**config.mk**
```make
export PLATFORM = sky130hd
export DESIGN_NAME = ex_muldiv_sequencer_flat
export DESIGN_NICKNAME = d
export VERILOG_FILES = /design/src/rtl/ex_muldiv_sequencer_pkg.sv /design/src/rtl/ex_muldiv_sequencer_if.sv /design/src/rtl/ex_muldiv_sequencer_alu_port_mux.sv /design/src/rtl/ex_muldiv_sequencer.sv /design/src/flat_wrapper.sv
export SDC_FILE = /design/constraint.sdc
export NUM_CORES = 1
export LEC_CHECK = 0
export ABC_CLOCK_PERIOD_IN_PS = 3200
export CAP_MARGIN = 20
export CORE_AREA = 2 2 259 261
export CTS_BUF_LIST = sky130_fd_sc_hd__clkbuf_2
export DETAILED_ROUTE_END_ITERATION = 10
export DIE_AREA = 0 0 261 263
export PLACE_DENSITY = 0.69
export SETUP_SLACK_MARGIN = 0.05
export SKIP_CTS_REPAIR_TIMING = 1
export SYNTH_ARGS = -nofsm -noshare
export SYNTH_HDL_FRONTEND = slang
export SYNTH_HIERARCHICAL = 1
export SYNTH_SLANG_ARGS = --single-unit
export TNS_END_PERCENT = 1
```
**constraint.sdc**
```tcl
create_clock -name clk -period 3.2 [get_ports clk]
set_input_delay 0.64 -clock clk [delete_from_list [all_inputs] [get_ports clk]]
set_output_delay 0.64 -clock clk [all_outputs]
set_load 0.01 [all_outputs]
```
**src/rtl/ex_muldiv_sequencer_pkg.sv**
```systemverilog
`default_nettype none
// ============================================================================
//  Module      : pipeline_pkg
//  Description : Shared pipeline types: ALU control codes, mul/div op codes
//                and sequencer state encoding.
//  Revision    : 1.0  initial release
// ============================================================================
package pipeline_pkg;

    localparam logic [4:0] ALU_ADD  = 5'b00000;
    localparam logic [4:0] ALU_SUB  = 5'b00001;
    localparam logic [4:0] ALU_AND  = 5'b00010;
    localparam logic [4:0] ALU_OR   = 5'b00011;
    localparam logic [4:0] ALU_XOR  = 5'b00100;
    localparam logic [4:0] ALU_SLL  = 5'b00101;
    localparam logic [4:0] ALU_SRL  = 5'b00110;
    localparam logic [4:0] ALU_SRA  = 5'b00111;
    localparam logic [4:0] ALU_SLT  = 5'b01000;
    localparam logic [4:0] ALU_SLTU = 5'b01001;

    typedef enum logic [1:0] {
        MD_MUL  = 2'b00,
        MD_DIVU = 2'b01,
        MD_REMU = 2'b10,
        MD_RSVD = 2'b11
    } muldiv_op_e;

    typedef enum logic [1:0] {
        IDLE = 2'b00,
        RUN  = 2'b01,
        DONE = 2'b10
    } seq_state_e;

endpackage
`default_nettype wire

```
**src/rtl/ex_muldiv_sequencer_if.sv**
```systemverilog
`default_nettype none
// ============================================================================
//  Module      : ex_muldiv_sequencer_if
//  Description : Request/response handshake bundle of the mul/div sequencer.
//  Revision    : 1.0  initial release
// ============================================================================
interface ex_muldiv_sequencer_if
    import pipeline_pkg::*;
#(
    parameter int REG_WIDTH = 64
);
    logic                 req_valid;
    logic                 req_ready;
    muldiv_op_e           req_op;
    logic [REG_WIDTH-1:0] req_a;
    logic [REG_WIDTH-1:0] req_b;
    logic                 resp_valid;
    logic                 resp_ready;
    logic [REG_WIDTH-1:0] resp_data;

    modport master (
        output req_valid, req_op, req_a, req_b, resp_ready,
        input  req_ready, resp_valid, resp_data
    );

    modport slave (
        input  req_valid, req_op, req_a, req_b, resp_ready,
        output req_ready, resp_valid, resp_data
    );
endinterface
`default_nettype wire

```
**src/rtl/ex_muldiv_sequencer_alu_port_mux.sv**
```systemverilog
`default_nettype none
// ============================================================================
//  Module      : alu_port_mux
//  Description : Selects pipeline or sequencer drive onto the shared ALU ports.
//  Revision    : 1.0  initial release
// ============================================================================
module alu_port_mux #(
    parameter int REG_WIDTH     = 64,
    parameter int ALU_CTRL_BITS = 5
) (
    input  wire logic                     seq_own_i,
    input  wire logic [REG_WIDTH-1:0]     pipe_rs1_i,
    input  wire logic [REG_WIDTH-1:0]     pipe_rs2_i,
    input  wire logic [REG_WIDTH-1:0]     pipe_imm_i,
    input  wire logic [ALU_CTRL_BITS-1:0] pipe_alu_ctrl_i,
    input  wire logic [REG_WIDTH-1:0]     seq_rs1_i,
    input  wire logic [REG_WIDTH-1:0]     seq_rs2_i,
    input  wire logic [REG_WIDTH-1:0]     seq_imm_i,
    input  wire logic [ALU_CTRL_BITS-1:0] seq_alu_ctrl_i,
    output logic      [REG_WIDTH-1:0]     alu_rs1_o,
    output logic      [REG_WIDTH-1:0]     alu_rs2_o,
    output logic      [REG_WIDTH-1:0]     alu_imm_o,
    output logic      [ALU_CTRL_BITS-1:0] alu_ctrl_o
);
    always_comb begin
        alu_rs1_o  = seq_own_i ? seq_rs1_i      : pipe_rs1_i;
        alu_rs2_o  = seq_own_i ? seq_rs2_i      : pipe_rs2_i;
        alu_imm_o  = seq_own_i ? seq_imm_i      : pipe_imm_i;
        alu_ctrl_o = seq_own_i ? seq_alu_ctrl_i : pipe_alu_ctrl_i;
    end
endmodule
`default_nettype wire

```
**src/rtl/ex_muldiv_sequencer.sv**
```systemverilog
`default_nettype none
// ============================================================================
//  Module      : ex_muldiv_sequencer
//  Description : Multi-cycle MUL/DIVU/REMU sequencer borrowing the EX-stage ALU
//                (shift-add multiply, restoring divide).
//  Revision    : 1.0  initial release
// ============================================================================
module ex_muldiv_sequencer
    import pipeline_pkg::*;
#(
    parameter int REG_WIDTH     = 64,
    parameter int ALU_CTRL_BITS = 5,
    parameter int CNT_W         = $clog2(REG_WIDTH) + 1
) (
    input  wire logic                     clk,
    input  wire logic                     rst_n,
    ex_muldiv_sequencer_if.slave          bus,
    input  wire logic                     flush_i,
    output logic                          stall_o,
    input  wire logic [REG_WIDTH-1:0]     pipe_rs1_i,
    input  wire logic [REG_WIDTH-1:0]     pipe_rs2_i,
    input  wire logic [REG_WIDTH-1:0]     pipe_imm_i,
    input  wire logic [ALU_CTRL_BITS-1:0] pipe_alu_ctrl_i,
    output logic      [REG_WIDTH-1:0]     alu_rs1_o,
    output logic      [REG_WIDTH-1:0]     alu_rs2_o,
    output logic      [REG_WIDTH-1:0]     alu_imm_o,
    output logic      [ALU_CTRL_BITS-1:0] alu_ctrl_o,
    input  wire logic [REG_WIDTH-1:0]     alu_out_i
);
    localparam logic [CNT_W-1:0] c_LAST_ITER = CNT_W'(REG_WIDTH - 1);

    seq_state_e           state_q;
    muldiv_op_e           op_q;
    logic [CNT_W-1:0]     cnt_q;
    logic [REG_WIDTH-1:0] acc_q;
    logic [REG_WIDTH-1:0] mcand_q;
    logic [REG_WIDTH-1:0] mplr_q;
    logic [REG_WIDTH-1:0] rem_q;
    logic [REG_WIDTH-1:0] quo_q;
    logic [REG_WIDTH-1:0] dvsr_q;
    logic                 resp_valid_q;
    logic [REG_WIDTH-1:0] resp_data_q;

    logic                     w_is_mul;
    logic [REG_WIDTH:0]       w_rem_sh;
    logic                     w_rem_ge;
    logic [REG_WIDTH-1:0]     w_seq_rs1;
    logic [REG_WIDTH-1:0]     w_seq_rs2;
    logic [ALU_CTRL_BITS-1:0] w_seq_ctrl;
    logic [REG_WIDTH-1:0]     w_result;

    // The trial compare is one bit wider than the ALU so that a shifted-out
    // remainder MSB still counts as "greater than the divisor".
    always_comb begin
        w_is_mul   = (op_q == MD_MUL);
        w_rem_sh   = {rem_q, quo_q[REG_WIDTH-1]};
        w_rem_ge   = (w_rem_sh >= {1'b0, dvsr_q});
        w_seq_rs1  = w_is_mul ? acc_q   : w_rem_sh[REG_WIDTH-1:0];
        w_seq_rs2  = w_is_mul ? mcand_q : dvsr_q;
        w_seq_ctrl = w_is_mul ? ALU_CTRL_BITS'(ALU_ADD) : ALU_CTRL_BITS'(ALU_SUB);
    end

    always_comb begin
        w_result = acc_q;
        case (op_q)
            MD_DIVU: w_result = quo_q;
            MD_REMU: w_result = rem_q;
            default: w_result = acc_q;
        endcase
    end

    always_ff @(posedge clk or negedge rst_n) begin
        if (!rst_n) begin
            state_q      <= IDLE;
            op_q         <= MD_MUL;
            cnt_q        <= '0;
            acc_q        <= '0;
            mcand_q      <= '0;
            mplr_q       <= '0;
            rem_q        <= '0;
            quo_q        <= '0;
            dvsr_q       <= '0;
            resp_valid_q <= 1'b0;
            resp_data_q  <= '0;
        end else if (flush_i) begin
            state_q      <= IDLE;
            cnt_q        <= '0;
            resp_valid_q <= 1'b0;
            resp_data_q  <= '0;
        end else begin
            case (state_q)
                IDLE: begin
                    if (bus.req_valid) begin
                        op_q    <= bus.req_op;
                        cnt_q   <= '0;
                        acc_q   <= '0;
                        mcand_q <= bus.req_a;
                        mplr_q  <= bus.req_b;
                        rem_q   <= '0;
                        quo_q   <= bus.req_a;
                        dvsr_q  <= bus.req_b;
                        case (bus.req_op)
                            MD_MUL: state_q <= RUN;
                            MD_DIVU, MD_REMU: begin
                                if (bus.req_b == '0) begin
                                    quo_q   <= '1;
                                    rem_q   <= bus.req_a;
                                    state_q <= DONE;
                                end else begin
                                    state_q <= RUN;
                                end
                            end
                            default: state_q <= DONE;
                        endcase
                    end
                end
                RUN: begin
                    cnt_q <= cnt_q + CNT_W'(1);
                    if (w_is_mul) begin
                        if (mplr_q[0]) begin
                            acc_q <= alu_out_i;
                        end
                        mcand_q <= {mcand_q[REG_WIDTH-2:0], 1'b0};
                        mplr_q  <= {1'b0, mplr_q[REG_WIDTH-1:1]};
                    end else begin
                        quo_q <= {quo_q[REG_WIDTH-2:0], w_rem_ge};
                        rem_q <= w_rem_ge ? alu_out_i : w_rem_sh[REG_WIDTH-1:0];
                    end
                    if (cnt_q == c_LAST_ITER) begin
                        state_q <= DONE;
                    end
                end
                DONE: begin
                    // First DONE cycle registers the result; it is then held
                    // until the consumer takes it.
                    if (!resp_valid_q) begin
                        resp_valid_q <= 1'b1;
                        resp_data_q  <= w_result;
                    end else if (bus.resp_ready) begin
                        state_q      <= IDLE;
                        resp_valid_q <= 1'b0;
                        resp_data_q  <= '0;
                    end
                end
                default: state_q <= IDLE;
            endcase
        end
    end

    assign bus.req_ready  = (state_q == IDLE) && !flush_i;
    assign bus.resp_valid = resp_valid_q;
    assign bus.resp_data  = resp_data_q;
    assign stall_o        = (state_q != IDLE) && !flush_i;

    alu_port_mux #(
        .REG_WIDTH     (REG_WIDTH),
        .ALU_CTRL_BITS (ALU_CTRL_BITS)
    ) u_alu_port_mux (
        .seq_own_i       (state_q == RUN),
        .pipe_rs1_i      (pipe_rs1_i),
        .pipe_rs2_i      (pipe_rs2_i),
        .pipe_imm_i      (pipe_imm_i),
        .pipe_alu_ctrl_i (pipe_alu_ctrl_i),
        .seq_rs1_i       (w_seq_rs1),
        .seq_rs2_i       (w_seq_rs2),
        .seq_imm_i       ('0),
        .seq_alu_ctrl_i  (w_seq_ctrl),
        .alu_rs1_o       (alu_rs1_o),
        .alu_rs2_o       (alu_rs2_o),
        .alu_imm_o       (alu_imm_o),
        .alu_ctrl_o      (alu_ctrl_o)
    );
endmodule
`default_nettype wire

```
**src/flat_wrapper.sv**
```systemverilog
// flat-port wrapper written by rule: the top's interface ports become plain ports
module ex_muldiv_sequencer_flat import pipeline_pkg::*;
#(
    parameter int REG_WIDTH     = 64,
    parameter int ALU_CTRL_BITS = 5,
    parameter int CNT_W         = $clog2(REG_WIDTH) + 1
)
  (clk, rst_n, flush_i, stall_o, pipe_rs1_i, pipe_rs2_i, pipe_imm_i, pipe_alu_ctrl_i, alu_rs1_o, alu_rs2_o, alu_imm_o, alu_ctrl_o, alu_out_i, bus_req_valid, bus_req_op, bus_req_a, bus_req_b, bus_resp_ready, bus_req_ready, bus_resp_valid, bus_resp_data);
  ex_muldiv_sequencer_if #(.REG_WIDTH(REG_WIDTH)) bus_i ();
  input  wire logic clk;
  input  wire logic rst_n;
  input  wire logic flush_i;
  output logic stall_o;
  input  wire logic [REG_WIDTH-1:0] pipe_rs1_i;
  input  wire logic [REG_WIDTH-1:0] pipe_rs2_i;
  input  wire logic [REG_WIDTH-1:0] pipe_imm_i;
  input  wire logic [ALU_CTRL_BITS-1:0] pipe_alu_ctrl_i;
  output logic      [REG_WIDTH-1:0] alu_rs1_o;
  output logic      [REG_WIDTH-1:0] alu_rs2_o;
  output logic      [REG_WIDTH-1:0] alu_imm_o;
  output logic      [ALU_CTRL_BITS-1:0] alu_ctrl_o;
  input  wire logic [REG_WIDTH-1:0] alu_out_i;
  input wire logic [$bits(bus_i.req_valid)-1:0] bus_req_valid;
  input wire logic [$bits(bus_i.req_op)-1:0] bus_req_op;
  input wire logic [$bits(bus_i.req_a)-1:0] bus_req_a;
  input wire logic [$bits(bus_i.req_b)-1:0] bus_req_b;
  input wire logic [$bits(bus_i.resp_ready)-1:0] bus_resp_ready;
  output wire logic [$bits(bus_i.req_ready)-1:0] bus_req_ready;
  output wire logic [$bits(bus_i.resp_valid)-1:0] bus_resp_valid;
  output wire logic [$bits(bus_i.resp_data)-1:0] bus_resp_data;
  assign bus_i.req_valid = bus_req_valid;
  assign bus_i.req_op = bus_req_op;
  assign bus_i.req_a = bus_req_a;
  assign bus_i.req_b = bus_req_b;
  assign bus_i.resp_ready = bus_resp_ready;
  assign bus_req_ready = bus_i.req_ready;
  assign bus_resp_valid = bus_i.resp_valid;
  assign bus_resp_data = bus_i.resp_data;
  ex_muldiv_sequencer #(.REG_WIDTH(REG_WIDTH), .ALU_CTRL_BITS(ALU_CTRL_BITS), .CNT_W(CNT_W)) u_core (.clk(clk), .rst_n(rst_n), .bus(bus_i), .flush_i(flush_i), .stall_o(stall_o), .pipe_rs1_i(pipe_rs1_i), .pipe_rs2_i(pipe_rs2_i), .pipe_imm_i(pipe_imm_i), .pipe_alu_ctrl_i(pipe_alu_ctrl_i), .alu_rs1_o(alu_rs1_o), .alu_rs2_o(alu_rs2_o), .alu_imm_o(alu_imm_o), .alu_ctrl_o(alu_ctrl_o), .alu_out_i(alu_out_i));
endmodule
```
==> key figures, run 1 <==
Synth
  – Post-synth top area cell: dfrtp_1
  – Post-Syn Area: 27300 um2
  – Simple-gate portion of the synthesized area: 14.6%
  – Distinct cells, synth: 48
  – Syn avg cell area: 8.99 um2
  – Register area share after synthesis: 42.2%
  – Most used DFF post-synth: dfrtp_1
  – Post-synth EDFFs: 0
  – Main combinational cell family by area after synthesis: compound AO/OA/AOI/OAI gates
  – Synth Instances: 3036
  – Async SR Flop Fraction: 100%
  – Post-synthesis mux area share: 17.2%
  – Synth top area share: 42.2%
  – Post-Synth XOR/XNOR Area: 0%
  – Area contributors post-synth: dfrtp_1 42%, o21ai_0 11%, nand2_1 9.1%, mux2_4 7.1%, mux2_2 5.4%
  – Post-synthesis adder-cell area fraction: 3.21%
  – Synthesized flop and latch total: 460
  – Compound-cell area share of the yosys netlist: 17.6%
  – Yosys synthesis warning count: 6

Worst setup path
  – Worst EP arrival: 3.13 ns
  – Crit path cell chain: inv_2 > ha_4 > buf_12 > buf_6 > clkbuf_16 > mux2_2 > mux2_2 > dlymetal6s2s_1
  – Worst EP required: 2.56 ns
  – CP Capture Type: primary output
  – Critical Path Start Type: register
  – CP max stage cell: dfrtp_1
  – Most frequent CP cell: mux2_2
  – Worst stage delay on the critical path: 0.42 ns
  – Crit-path max FO: 7
  – CP delay by family, top: buffers and inverters
  – Worst Path Buf+Inv: 5
  – Crit path kind: reg2out

Power
  – Switching power total: 8.59 mW
  – Pint: 12.9 mW
  – Register share of total power: 36.8%
  – Combinational power share: 42.7%
  – Clk pwr share: 20.6%
  – Total leakage power: 18.0 nW
  – Switching fraction of total power: 39.9%
  – Total Power: 21.5 mW
  – Peak supply drop: 0.000562 V
  – PwrDens: 554 nW/um2

Drt
  – Metal-1 WL: 43500 um
  – First-pass DRT Iterations: 6
  – Highest Signal Layer: met5
  – Initial DRC Count: 2234
  – Routed wl met2: 51300 um
  – Routed WL per cell: 21.6 um
  – WL met3: 8630 um
  – DR DRC count: 0
  – Final ANT Viol Nets: 0
  – Final wirelength: 107000 um
  – Vias per cell: 5.54
  – Vias: 27400

Run status
  – Status: complete, but fails checks
  – Failing checks: negative setup slack

Global routing
  – Total Routing Usage GR: 28.7%
  – Largest net degree at the start of global routing: 75
  – First-pass GRT wire length: 153000 um
  – Initial antenna violation count: 11
  – GRT overflow: 0
  – Vias in the first global route: 26000

STA
  – Final Max Tran Viols: 0
  – Final setup fails: 197
  – Fin worst setup slack: -0.569 ns
  – RSZ-0062 raised after global routing: yes
  – Final period utilization: 118%
  – Hold Slack: 0.140 ns
  – Tmin final: 3.77 ns
  – Skew final: 0.0970 ns
  – Worst-margin pin slew: 0.953 ns
  – Max_slew headroom: 36.5%
  – Final hold violations: 0
  – F_max: 265 MHz

Final layout
  – Area grow syn2layout: 42.2%
  – Layout cells sized above 1: 21.7%
  – Fill cell count: 5850
  – Nets: 4446

Placement
  – Port Buf Inserts: 659
  – Dpl hpwl: 72100 um
  – GP Congestion: 0.874

CTS
  – H-tree depth: 4
  – Clk Latency, worst-skew pair: 1.24 ns
  – Root buffer cell: clkbuf_2
  – CTS tree: yes
  – Clk buf depth: 3
  – Clk slew on worst S/H paths: 0.11 ns
  – Clock tree sinks: 460
  – Total CTS buffers: 131

Floorplanning
  – Io pins: 660
  – Die Height: 263 um
  – Die width: 261 um
  – Die Area: 68600 um2
  – Starting Density: 41.6%
  – Total core area: 65600 um2
  – Std cell rows: 94

Hold path
  – Hold Path Class: in2reg

Job
  – Max-cap viol count: 0
## stage by stage
stage / util (%) / TNS (ns) / instances / setup WS, ns / cell area (um2)
floorplan: - / 0 / 3103 / 0.456 / 27600
global placement: 54.7 / -62.24 / 4529 / -0.566 / 35900
detailed placement: 54.7 / -71.01 / 4529 / -0.623 / 35900
CTS: 56.5 / -206.82 / 4747 / -1.26 / 37100
global route: 59.2 / -112.43 / 4938 / -0.816 / 38800
finish: 59.2 / -65.04 / 4938 / -0.569 / 38800
## final timing paths
path / depth (start not counted) / end / start / slack [ns]
max: 8 / alu_rs1_o[58] / u_core/op_q[1] / -0.57
min: 3 / u_core/rem_q[28] / bus_req_a[28] / 0.14
max reg2reg: 9 / u_core/rem_q[13] / u_core/rem_q[51] / 0.16
min reg2reg: 2 / u_core/mplr_q[15] / u_core/mplr_q[15] / 0.48
max in group asynchronous: 5 / u_core/mcand_q[12] / rst_n / 1.98
min in group asynchronous: 4 / u_core/bus.resp_data[44] / rst_n / 0.68
## area by class of cell
cell class	count	area, um2	area share [%]
sequential	460	11500	29.7
inverter	75	308	0.793
antenna	9	22.5	0.0580
timing repair inverter	1	11.3	0.0290
multi-input combinational	2315	15000	38.6
timing repair buffer	996	9780	25.2
clock buffer	185	926	2.38
clock inverter	33	213	0.548
tap	864	1080	2.78
## worst min-delay path, stage by stage
cell	delay [ns]
clkdlybuf4s50_1	0.55
a22oi_1	0.09
nand3_1	0.07
## synthesized netlist by cell type (3+ instances only)
| master | count |
|---|---|
| buf_6 | 22 |
| a22oi_1 | 118 |
| nor3_1 | 5 |
| a211oi_1 | 3 |
| a21o_1 | 3 |
| clkbuf_1 | 190 |
| o22ai_1 | 3 |
| nor2_1 | 84 |
| nor2b_1 | 4 |
| buf_2 | 14 |
| mux2_4 | 130 |
| dfrtp_1 | 460 |
| nand4_1 | 77 |
| buf_1 | 27 |
| or3_1 | 4 |
| mux2i_1 | 126 |
| a21oi_1 | 29 |
| nand3_1 | 75 |
| nand2b_1 | 5 |
| mux2_2 | 132 |
| a22oi_2 | 10 |
| nand2_1 | 664 |
| inv_1 | 74 |
| o211ai_1 | 65 |
| ha_1 | 70 |
| o21ai_0 | 592 |
| nor4_1 | 17 |
## logic make-up after synthesis
family	after synthesis
simple gates	948
compound gates	841
flops	460
mux	388
buf+inv	328
fa+ha+maj	70
other cells	1
## power groups by stage
stage               sequential (mW)  combinational (mW)  clock (mW)
floorplan                      7.78                4.53           0
global placement               7.96                7.74           0
detailed placement             7.99                7.88           0
CTS                            7.88                7.91        4.54
global route                   8.06                9.93        4.86
finish                         7.91                9.18        4.43
## sequential cells by signal (all words and copies together) (netlist names)
| signal | count |
|---|---|
| u_core/acc_q | 64 |
| u_core/bus.resp_data | 64 |
| u_core/dvsr_q | 64 |
| u_core/mcand_q | 64 |
| u_core/mplr_q | 64 |
| u_core/quo_q | 64 |
| u_core/rem_q | 64 |
| u_core/cnt_q | 7 |
| u_core/op_q | 2 |
| u_core/state_q | 2 |
| u_core/bus.resp_valid | 1 |
## cells in the final DEF, fill, tap and decap left out, types with 28 or more instances in the layout
master | Yosys | final
nand2_1 | 664 | 655
o21ai_0 | 592 | 542
clkdlybuf4s50_1 | 0 | 462
dfrtp_1 | 460 | 458
clkbuf_2 | 0 | 325
mux2_4 | 130 | 146
buf_4 | 0 | 131
dlygate4sd3_1 | 0 | 129
mux2i_1 | 126 | 126
a22oi_1 | 118 | 118
mux2_2 | 132 | 116
nor2_1 | 84 | 81
nand4_1 | 77 | 77
nand3_1 | 75 | 75
inv_1 | 74 | 72
conb_1 | 1 | 68
ha_1 | 70 | 67
o211ai_1 | 65 | 65
dlymetal6s2s_1 | 0 | 51
buf_12 | 0 | 42
a21oi_1 | 29 | 28
## routing by layer
layer  GRT usage [%]  up-vias
met4            11.0        2
met5               0        -
li1                -    12600
met3            6.17      225
met1            36.6    13100
met2            47.4     1364
Power figures use the tool's default switching activity.
==> inputs of run 2 (changes only) <==
--- a/constraint.sdc
+++ b/constraint.sdc
@@ -3,2 +3,2 @@
 set_output_delay 0.64 -clock clk [all_outputs]
-set_load 0.01 [all_outputs]
+set_load 0.02 [all_outputs]
==> run 2 against run 1 <==
The run still ends with negative setup slack left. Final cell count shrank 3.4%. Core utilization decreased by 2.5 points. Combinational power down 2%. Wire length shrank 3.0%. Critical endpoint is now alu_rs1_o[41].
==> key figures, run 2 (same netlist as run 1, synthesis figures left out) <==
Drt
  – Vias: 26300
  – DR DRC count: 0
  – Routed WL per cell: 21.7 um
  – Final wirelength: 104000 um
  – Final ANT Viol Nets: 0
  – First-pass DRT Iterations: 8
  – Vias per cell: 5.50
  – Initial DRC Count: 2178

Worst setup path
  – CP Capture Type: primary output
  – Reg-to-reg endpoint: u_core/rem_q[4]
  – CP max stage cell: dfrtp_1
  – Worst stage delay on the critical path: 0.41 ns
  – Worst EP arrival: 2.97 ns
  – Most frequent CP cell: mux2_2
  – CP delay by family, top: buffers and inverters
  – Critical Path Start Type: register
  – Crit path cell chain: inv_2 > ha_4 > buf_12 > clkbuf_16 > mux2_2 > mux2_2 > buf_2
  – Crit-path max FO: 15
  – Register-to-Register Path Depth: 9
  – Worst flop-to-flop path startpoint: u_core/rem_q[39]
  – Reg2Reg Setup Slack: 0.13 ns
  – Worst EP required: 2.56 ns
  – Worst Path Buf+Inv: 4
  – Crit path kind: reg2out

CTS
  – H-tree depth: 3
  – Clk buf depth: 3
  – Clock tree sinks: 460
  – CTS tree: yes
  – Total CTS buffers: 119
  – Clk slew on worst S/H paths: 0.10 ns
  – Root buffer cell: clkbuf_2
  – Clk Latency, worst-skew pair: 1.19 ns

Final layout
  – Commonest non-fill, non-tap cells in the layout: 661 x nand2_1, 546 x o21ai_0, 459 x clkdlybuf4s50_1, 458 x dfrtp_1, 253 x clkbuf_2
  – Non-filler cells, final: 4771
  – Area grow syn2layout: 36.1%
  – Multi-input logic area: 15000 um2
  – Commonest non-fill, non-tap cell in the layout: nand2_1
  – Nets: 4274
  – Fill cell count: 5966
  – Final design area excluding fillers: 37200 um2
  – FF/Latch Area: 11500 um2
  – Layout cells sized above 1: 22.4%

Run status
  – Status: complete, but fails checks
  – Failing checks: negative setup slack

Hold path
  – Hold Path Sink: u_core/acc_q[12]
  – Hold Crit Depth: 3
  – Hold path start: alu_out_i[12]
  – Hold Path Class: in2reg

STA
  – Final period utilization: 113%
  – Skew final: 0.108 ns
  – Final Max Tran Viols: 0
  – Hold Slack: 0.0449 ns
  – Tmin final: 3.61 ns
  – Fin worst setup slack: -0.412 ns
  – Setup TNS: -49.17 ns
  – Worst-margin pin slew: 0.980 ns
  – Final hold violations: 0
  – RSZ-0062 raised after global routing: yes
  – F_max: 277 MHz
  – Final setup fails: 189
  – Max_slew headroom: 34.6%

Power
  – Peak supply drop: 0.000344 V
  – PwrDens: 568 nW/um2
  – Total leakage power: 16.9 nW
  – Total Power: 21.1 mW

Global routing
  – Vias in the first global route: 25800
  – First-pass GRT wire length: 152000 um
  – Total Routing Usage GR: 28.4%
  – Largest net degree at the start of global routing: 143
  – GRT overflow: 0
  – Initial antenna violation count: 16

Floorplanning
  – Std cell rows: 94
  – Die Height: 263 um
  – Starting Density: 41.6%
  – Die width: 261 um
  – Die Area: 68600 um2
  – Io pins: 660
  – Total core area: 65600 um2

Placement
  – Post-DP Area: 35800 um2
  – Placed cell count: 4513
  – Dpl hpwl: 71600 um
  – Port Buf Inserts: 659
  – GP Congestion: 0.867

Job
  – Max-cap viol count: 0
==> run 2: changes by cell type in the layout (fill, tap and decap cells not counted), moves of 18 or more <==
cell / before / now
buf_2: 3 / 55
buf_4: 131 / 113
buf_6: 17 / 65
clkbuf_2: 325 / 253
dlygate4sd3_1: 129 / 6
dlymetal6s2s_1: 51 / 7
==> run 2: cell type report <==
class,count,area share [%]
multi-input combinational,2315,40.3
sequential,460,31.0
timing repair buffer,836,22.0
tap,864,2.91
clock buffer,178,2.40
inverter,75,0.828
clock inverter,27,0.448
antenna,15,0.101
timing repair inverter,1,0.0437
==> run 2: power by group <==
part | total (mW) | leakage [nW] | internal [mW] | switching [mW]
combinational | 9.02 | 10.1 | 3.77 | 5.25
sequential | 7.92 | 5.99 | 7.08 | 0.842
clock | 4.17 | 0.818 | 1.63 | 2.54
total | 21.1 | 16.9 | 12.5 | 8.63
==> run 2: metrics by stage <==
stage | utilization (%) | setup slack [ns]
after CTS | 56.1 | -1.10
after global placement | 54.5 | -0.587
after global routing | 56.7 | -0.529
after detailed placement | 54.5 | -0.628
final | 56.7 | -0.412
after floorplan | - | 0.434
==> run 2: worst min-delay path, stage by stage <==
cell,delay [ns]
clkdlybuf4s50_1,0.43
nand2_1,0.06
o21ai_0,0.06
==> run 2: how the worst max path moves through the flow <==
stage | cells after the start | to | start | slack (ns)
2_1_floorplan | 9 | alu_imm_o[0] | u_core/state_q[1] | 0.43
3_3_place_gp | 10 | u_core/rem_q[61] | bus_req_b[45] | -0.59
3_5_place_dp | 11 | u_core/rem_q[51] | bus_req_b[15] | -0.63
4_1_cts | 6 | alu_rs1_o[6] | u_core/op_q[0] | -1.10
5_1_grt | 8 | alu_rs1_o[62] | u_core/op_q[0] | -0.53
6_report | 7 | alu_rs1_o[41] | u_core/op_q[0] | -0.41
==> run 2: layer usage <==
layer  global-route usage (%)  wire [um]  up-vias
met5                        0         13        -
met4                     12.4       3770        2
met3                     5.77       8400      216
met2                     46.6      49600     1276
met1                     36.0      41800    12500
li1                         -          -    12300
